==> src/rtl/trade_pkg.sv <==
// Shared types for the crossover signal path and the order stage that consumes its events.
package trade_pkg;

  typedef enum logic [1:0] {
    UNKNOWN = 2'd0,
    ABOVE   = 2'd1,
    BELOW   = 2'd2
  } regime_e;

  typedef enum logic [1:0] {
    IDLE     = 2'd0,
    TRACK    = 2'd1,
    EMIT     = 2'd2,
    COOLDOWN = 2'd3
  } sig_state_e;

  localparam logic SIDE_BUY  = 1'b1;
  localparam logic SIDE_SELL = 1'b0;

  // Outside the band the regime follows the sign; inside it the old regime (even UNKNOWN) holds.
  function automatic regime_e next_regime(input regime_e cur, input logic above, input logic below);
    if (above) return ABOVE;
    if (below) return BELOW;
    return cur;
  endfunction

  function automatic logic is_crossing(input regime_e prev, input regime_e nxt);
    return ((prev == BELOW) && (nxt == ABOVE)) || ((prev == ABOVE) && (nxt == BELOW));
  endfunction

endpackage

==> src/rtl/crossover_signal_gen_vol_gate.sv <==
// Variance estimate sqr_mean - slow^2, clamped at zero, registered on each valid sample.
module vol_gate #(
  parameter int DATA_WIDTH = 8,
  parameter int VAR_WIDTH  = 16
) (
  input  logic                  clk,
  input  logic                  rst,
  input  logic                  vld_i,
  input  logic [DATA_WIDTH-1:0] slow_i,
  input  logic [VAR_WIDTH-1:0]  sqr_mean_i,
  output logic [VAR_WIDTH-1:0]  var_o
);

  localparam int PW = 2 * DATA_WIDTH;
  localparam int EW = ((VAR_WIDTH > PW) ? VAR_WIDTH : PW) + 1;

  logic [PW-1:0]        sq;
  logic [EW-1:0]        sub;
  logic [VAR_WIDTH-1:0] var_d, var_q;

  assign sq  = PW'(slow_i) * PW'(slow_i);
  assign sub = EW'(sqr_mean_i) - EW'(sq);

  // A non-negative result never exceeds sqr_mean, so truncation to VAR_WIDTH is lossless.
  always_comb begin
    var_d = sub[VAR_WIDTH-1:0];
    if (sub[EW-1]) var_d = '0;
  end

  always_ff @(posedge clk or negedge rst) begin
    if (!rst) begin
      var_q <= '0;
    end else if (vld_i) begin
      var_q <= var_d;
    end
  end

  assign var_o = var_q;

endmodule

==> src/rtl/crossover_signal_gen.sv <==
// Fast/slow SMA crossover detector with hysteresis, volatility gate, valid/ready event output
// and a sample-counted cooldown. Event appears two edges after the crossing sample is presented.
module crossover_signal_gen #(
  parameter int                   DATA_WIDTH = 8,
  parameter int                   VAR_WIDTH  = 16,
  parameter int                   HYST       = 2,
  parameter int                   COOLDOWN   = 16,
  parameter logic [VAR_WIDTH-1:0] VOL_LIMIT  = 'h0400
) (
  input  logic                  clk,
  input  logic                  rst,
  input  logic                  in_valid,
  input  logic [DATA_WIDTH-1:0] sma_fast,
  input  logic [DATA_WIDTH-1:0] sma_slow,
  input  logic [VAR_WIDTH-1:0]  sqr_mean,
  input  logic [DATA_WIDTH-1:0] price,
  output logic                  sig_valid,
  input  logic                  sig_ready,
  output logic                  sig_side,
  output logic [DATA_WIDTH-1:0] sig_price,
  output logic [7:0]            dropped_cnt
);

  import trade_pkg::*;

  localparam int HEFF = (HYST == 0) ? 1 : HYST;
  localparam int CW   = (COOLDOWN > 0) ? $clog2(COOLDOWN + 1) : 1;

  // Band edges one bit wider than diff so a large HYST cannot wrap.
  localparam logic signed [DATA_WIDTH+1:0] H_POS = (DATA_WIDTH + 2)'(HEFF);
  localparam logic signed [DATA_WIDTH+1:0] H_NEG = -H_POS;

  logic signed [DATA_WIDTH:0]   diff_d, diff_q;
  logic signed [DATA_WIDTH+1:0] diff_x;
  logic [DATA_WIDTH-1:0]        price_q;
  logic                         s1_vld_q;
  logic [VAR_WIDTH-1:0]         var_q;

  assign diff_d = $signed({1'b0, sma_fast}) - $signed({1'b0, sma_slow});

  always_ff @(posedge clk or negedge rst) begin
    if (!rst) begin
      diff_q   <= '0;
      price_q  <= '0;
      s1_vld_q <= 1'b0;
    end else begin
      s1_vld_q <= in_valid;
      if (in_valid) begin
        diff_q  <= diff_d;
        price_q <= price;
      end
    end
  end

  vol_gate #(
    .DATA_WIDTH (DATA_WIDTH),
    .VAR_WIDTH  (VAR_WIDTH)
  ) u_vol_gate (
    .clk        (clk),
    .rst        (rst),
    .vld_i      (in_valid),
    .slow_i     (sma_slow),
    .sqr_mean_i (sqr_mean),
    .var_o      (var_q)
  );

  regime_e               regime_q, regime_d;
  sig_state_e            state_q;
  logic [CW-1:0]         cnt_q;
  logic                  sig_valid_q, sig_side_q;
  logic [DATA_WIDTH-1:0] sig_price_q;
  logic [7:0]            dropped_q, dropped_d;
  logic                  crossing, var_ok, drop, xfer;

  always_comb begin
    diff_x   = {diff_q[DATA_WIDTH], diff_q};
    regime_d = regime_q;
    if (s1_vld_q) regime_d = next_regime(regime_q, diff_x >= H_POS, diff_x <= H_NEG);
    crossing = is_crossing(regime_q, regime_d);
    var_ok   = (var_q <= VOL_LIMIT);
    xfer     = sig_valid_q && sig_ready;
    // Any crossing that cannot become an event is counted, whatever the reason.
    drop     = crossing && ((state_q == trade_pkg::EMIT) ||
                            (state_q == trade_pkg::COOLDOWN) ||
                            ((state_q == trade_pkg::TRACK) && !var_ok));
    dropped_d = dropped_q;
    if (drop && (dropped_q != 8'hFF)) dropped_d = dropped_q + 8'd1;
  end

  always_ff @(posedge clk or negedge rst) begin
    if (!rst) begin
      state_q     <= trade_pkg::IDLE;
      regime_q    <= UNKNOWN;
      cnt_q       <= '0;
      sig_valid_q <= 1'b0;
      sig_side_q  <= 1'b0;
      sig_price_q <= '0;
      dropped_q   <= '0;
    end else begin
      regime_q  <= regime_d;
      dropped_q <= dropped_d;
      unique case (state_q)
        trade_pkg::IDLE: begin
          if (regime_d != UNKNOWN) state_q <= trade_pkg::TRACK;
        end
        trade_pkg::TRACK: begin
          if (crossing && var_ok) begin
            sig_valid_q <= 1'b1;
            sig_side_q  <= (regime_d == ABOVE) ? SIDE_BUY : SIDE_SELL;
            sig_price_q <= price_q;
            state_q     <= trade_pkg::EMIT;
          end
        end
        trade_pkg::EMIT: begin
          if (xfer) begin
            sig_valid_q <= 1'b0;
            if (COOLDOWN == 0) begin
              state_q <= trade_pkg::TRACK;
            end else begin
              state_q <= trade_pkg::COOLDOWN;
              cnt_q   <= CW'(COOLDOWN);
            end
          end
        end
        trade_pkg::COOLDOWN: begin
          // Only real samples age the cooldown; idle cycles leave it untouched.
          if (s1_vld_q) begin
            cnt_q <= cnt_q - CW'(1);
            if (cnt_q <= CW'(1)) state_q <= trade_pkg::TRACK;
          end
        end
        default: state_q <= trade_pkg::IDLE;
      endcase
    end
  end

  assign sig_valid   = sig_valid_q;
  assign sig_side    = sig_side_q;
  assign sig_price   = sig_price_q;
  assign dropped_cnt = dropped_q;

endmodule

==> config.mk <==
export PLATFORM = sky130hd
export DESIGN_NAME = crossover_signal_gen
export DESIGN_NICKNAME = d
export VERILOG_FILES = /design/src/rtl/trade_pkg.sv /design/src/rtl/crossover_signal_gen_vol_gate.sv /design/src/rtl/crossover_signal_gen.sv
export SDC_FILE = /design/constraint.sdc
export NUM_CORES = 1
export LEC_CHECK = 0
export CORE_MARGIN = 2
export CORE_UTILIZATION = 42
export DETAILED_ROUTE_END_ITERATION = 7
export HOLD_SLACK_MARGIN = 0.08
export PLACE_DENSITY_LB_ADDON = 0.15
export SYNTH_ARGS = -nofsm -noshare
export SYNTH_HDL_FRONTEND = slang
export SYNTH_SLANG_ARGS = --single-unit
==> constraint.sdc <==
create_clock -name clk -period 2.9 [get_ports clk]
set_input_delay 0.725 -clock clk [delete_from_list [all_inputs] [get_ports clk]]
set_output_delay 0.725 -clock clk [all_outputs]
set_load 0.1 [all_outputs]
# Word-level counts from Yosys, hierarchy flattened
# Cells that the tools add are included.
# word_totals
wordCells	76
ff_bits	61
# op_classes
muxes	24
multipliers	1
magnitude_cmp	4
reduce_logical	19
n_addsub	4
n_eq_ne	13
# ops
cell	count
2-bit 2-to-1 mux	10
16-bit by 16-bit subtractor with 17-bit output	1
16-bit by 11-bit <= comparator with 1-bit output (second input constant)	1
8-bit by 8-bit multiplier with 16-bit output	1
16-bit 2-to-1 mux	1
5-bit 2-to-1 mux	2
5-bit one-hot mux with 2 select lines	1
9-bit by 3-bit >= comparator with 1-bit output (second input constant)	1
9-bit by 2-bit <= comparator with 1-bit output (second input constant)	1
8-bit by 8-bit subtractor with 9-bit output	1
8-bit by 1-bit adder with 8-bit output (second input constant)	1
2-bit equality test (second input constant)	4
1-bit 2-to-1 mux	8
8-bit != test (second input constant)	1
2-bit one-hot mux with 4 select lines	1
1-bit logical AND	7
2-bit by 1-bit equality test with 1-bit output (second input constant)	3
2-bit != test (second input constant)	3
3-bit AND reduction	2
2-bit nonzero test	3
5-bit by 1-bit <= comparator with 1-bit output (second input constant)	1
5-bit AND reduction	1
5-bit by 1-bit subtractor with 5-bit output (second input constant)	1
2-bit by 1-bit != test with 1-bit output (second input constant)	2
other kinds (5)	7

# Depth between registers and ports, before layout
# logic_depth
depth_word	14
ltp_mapped	20

# Modules after synthesis
# Synthesis repeated with hierarchy kept, for this count alone.
# unflattened
hier_cells	582
hier_area_um2	5531.6
# modules_own_cells
mod	area_per_inst_um2	n_inst	cells_per_inst	seq_area_each_um2
vol_gate	3037.9	1	350	400.4
crossover_signal_gen	2493.6	1	232	1126.1

# Worst setup path before layout
# No wires, ideal clock.
# synth_timing
path_kind	input to register
start	input sma_slow[5]
end	register u_vol_gate.var_q[4] (netlist: u_vol_gate.var_o[4])
t_arrival_ns	5.076
setup_slack_ns	-2.296
setup_ns	0.120
path_stages	18
cell_sequence	clkbuf_1 -> inv_1 -> nor2_1 -> fa_1 -> inv_1 -> fa_1 -> fa_1 -> inv_1 -> fa_1 -> inv_1 -> ha_1 -> and3_1 -> and3_1 -> nor3_1 -> a211o_1 -> nand3_1 -> buf_2 -> a31o_2
# synth_via
elab_chain_len	3
# synth_lines
item	line_no	source
start: declaration	crossover_signal_gen.sv:14	input logic [DATA_WIDTH-1:0] sma_slow,
8-bit by 8-bit multiplier with 16-bit output	crossover_signal_gen_vol_gate.sv:21	assign sq = PW'(slow_i) * PW'(slow_i);
16-bit by 16-bit subtractor with 17-bit output	crossover_signal_gen_vol_gate.sv:22	assign sub = EW'(sqr_mean_i) - EW'(sq);
16-bit 2-to-1 mux	crossover_signal_gen_vol_gate.sv:27	if (sub[EW-1]) var_d = '0;
end signal: assignment	crossover_signal_gen_vol_gate.sv:34	var_q <= var_d;
end: declaration	crossover_signal_gen_vol_gate.sv:19	logic [VAR_WIDTH-1:0] var_d, var_q;
# No other way between the ends.
# A chain may end at the register's enable or synchronous reset.

# Worst setup path in the final report
# layout_timing
start	input sma_slow[2]
end	register u_vol_gate.var_q[2] (netlist: u_vol_gate.var_o[2])
# Same word-level chain as after synthesis.

==> out/metrics.csv <==
metric;value;unit
outcome;finished, violations left;
failing checks;negative setup slack;
#FFs+latches synth;61;
worst reg-to-reg path cell count;7;
Fill cells;1009;
Layout area overhead;41.8;%
RSZ-0062 raised after global routing;yes;
Total Wirelength;12100;um
# setup viols final;16;
Setup CP Type;input pin to flip-flop;
Fin. Hold Viols;0;
yosys warns;0;
GRT Total Usage;0.194;
Initial Util;0.434;
period utilization;1.53;
peak supply drop;0.496;mV
crit start category;input pin;
root buffer cell;clkbuf_16;
Max Cap Viol;0;
Hold WC Path Type;input pin to asynchronous set/reset pin;
actual slew at the worst max-slew pin;912;ps
Inserted Clock Buffers;9;
residual DRC count;0;
Die Area;13400;um2
synth unique cells;54;
Core Area;12100;um2
most numerous cell in the Yosys netlist;inv_1;
deepest level of the CTS H-tree;3;
Final Max Slew Viols;0;
Fin Setup TNS;-23450;ps
Ports;62;
final worst slack;-1530;ps
worst path arrival time;4650;ps
Max FO, Critical Path;5;
top cell type by total area after synthesis;dfrtp_1;
Worst Skew;7.59;ps
number of DRC markers in iteration 0;153;
Static Leak;0.00367;uW
power per cell area;883;nW/um2
CP required;3110;ps
Die Wd;116;um
Primary FF master, synth;dfrtp_1;
Critical Path Source;sma_slow[2];
post-route cell area;7450;um2
HPWL after detailed placement;9260;um
CTS Sinks;61;
area post-placement;6730;um2
gpl congestion;0.829;
Period minus WS final;4430;ps
antenna-violating nets left;0;
initial antenna violation count;0;
Post-synth EDFFs;0;
area occupied by multi-input gates;3660;um2
Cell Rows;40;
total chip power;6580;uW
WHS;237;ps
Seq/Total Area, Yosys;0.291;
proportion of layout cells with a drive suffix above 1;0.333;
max_slew headroom;0.392;
n_diodes;0;
port bufs;61;
Max Root-Sink Buffers;2;
via count;4323;
Syn Area/Cell;9.50;um2
post-synthesis cell area;5250;um2
top post-synthesis cells by area;dfrtp_1 29%, fa_1 14%, ha_1 13%, inv_1 7.9%, mux2_2 3.6%;
clock slew seen by the registers of the worst setup and hold paths;50;ps
commonest cells in the synthesized netlist;111 x inv_1, 61 x dfrtp_1, 53 x ha_1;
drt first pass iters;4;
Post-Syn Nets;686;
Remaining Overflow, GRT;0;
DR vias/cell;4.93;
first-pass GRT wire length;20600;um
CP Capture Type;flip-flop;
Reg area;1530;um2
height of the die;116;um
vias in the first global route;4606;
CTS tree;done;
worst r2r src;u_vol_gate.var_o[4]$_DFFE_PN0P_;
worst-skew pair later-pin latency;330;ps
Max Freq;0.226;GHz
post-synth top area share;0.291;
Synth Instances;553;
# nets final;837;
Wirelength per Cell;13.8;um
largest net degree at the start of global routing;56;
async set-or-reset flop fraction in the synthesized netlist;1.00;
[registers in the layout, summed over array words and instances (netlist names)]
register	flops
cnt_q	5
diff_q	9
dropped_cnt	8
price_q	8
regime_q	2
s1_vld_q	1
sig_price	8
sig_side	1
sig_valid	1
state_q	2
u_vol_gate.var_o	16
[cells by family (layout without fill, tap and decap cells)]
| logic type | after synthesis | after routing | share of synthesized area |
|---|---|---|---|
| DFF | 61 | 61 | 0.291 |
| muxes | 30 | 30 | 0.0688 |
| adders and majority gates | 89 | 89 | 0.263 |
| AOI/OAI and AO/OA | 93 | 93 | 0.117 |
| xor gates and xnor gates | 27 | 27 | 0.0450 |
| and+or+nand+nor | 132 | 132 | 0.126 |
| buffers and inverters | 121 | 277 | 0.0881 |
[per-stage QoR]
stage | utilization | worst slack [ps] | cells
after floorplan | - | -1610 | 553
after global placement | 0.556 | -2350 | 850
after detailed placement | 0.556 | -2420 | 850
after CTS | 0.600 | -1570 | 871
after global routing | 0.615 | -1700 | 877
final | 0.615 | -1530 | 877
[cell usage in the layout (no fill, tap or decap), types with 5 or more instances in the layout]
| master | netlist | routed |
|---|---|---|
| nor3_1 | 8 | 7 |
| nand2_1 | 39 | 34 |
| nand3_2 | 0 | 5 |
| fa_1 | 36 | 34 |
| nor2b_1 | 10 | 10 |
| o21ai_0 | 25 | 13 |
| mux2_2 | 17 | 17 |
| nand4_1 | 5 | 5 |
| buf_6 | 1 | 11 |
| o21ai_2 | 0 | 6 |
| a21oi_1 | 17 | 14 |
| mux2_4 | 8 | 8 |
| nor2_1 | 27 | 19 |
| dfrtp_1 | 61 | 61 |
| nand3_4 | 0 | 5 |
| buf_4 | 0 | 96 |
| mux2i_1 | 5 | 5 |
| inv_1 | 111 | 92 |
| o21ai_1 | 0 | 6 |
| ha_4 | 0 | 7 |
| nand2b_1 | 5 | 5 |
| clkbuf_16 | 0 | 9 |
| ha_1 | 53 | 46 |
| inv_2 | 0 | 15 |
| xnor2_1 | 11 | 11 |
| clkdlybuf4s50_1 | 0 | 30 |
| buf_2 | 1 | 5 |
| a21o_1 | 12 | 12 |
| nor2_4 | 0 | 6 |
| xor2_1 | 16 | 15 |
[final cells by class]
cell class                 instances  share of cell area
clock buffer                       9              0.0302
clock inverter                     7              0.0131
inverter                         111              0.0581
multi-input combinational        371               0.492
sequential                        61               0.205
tap                              168              0.0282
timing repair buffer             150               0.174
[critical path, cell delays in order]
cell	delay, ps
buf_2	140
inv_2	80
nor2_2	50
fa_1	540
inv_2	50
fa_1	460
fa_1	490
inv_1	50
fa_1	490
inv_2	40
ha_4	240
buf_4	140
nand2_1	70
o21ai_2	70
nor3_4	270
a211o_1	210
nand3_4	150
buf_12	180
a31o_4	220
[where the power goes]
group	internal, uW	total [uW]	switching (uW)
sequential	1020	1130	115
clock	756	1160	404
combinational	2160	4280	2120
[final timing paths]
path / to / slack [ps]
worst max-delay path: u_vol_gate.var_o[2]$_DFFE_PN0P_ / -1530
worst min-delay path: diff_q[5]$_DFFE_PN0P_ / 240
worst max register to register: dropped_cnt[1]$_DFFE_PN0P_ / 350
worst min register to register: sig_price[7]$_DFFE_PN0P_ / 500
max in group asynchronous: u_vol_gate.var_o[2]$_DFFE_PN0P_ / 2130
min in group clk: sig_price[7]$_DFFE_PN0P_ / 500
[repair_timing]
item                                    CTS  global route
setup buffers                             4             6
endpoints found under the setup margin   17            16
cloned                                    1             0
hold buffers                              0             0
resized for setup                        85            37
pin swaps                                36            29
[layer usage]
metal  vias up  wire (um)  global-route usage
met5         -          0                   0
met4         0        187              0.0611
met3        17        171              0.0220
met2        45       6330               0.347
met1      2133       5390               0.245
li1       2128          -                   -
Power figures use the tool's default switching activity.
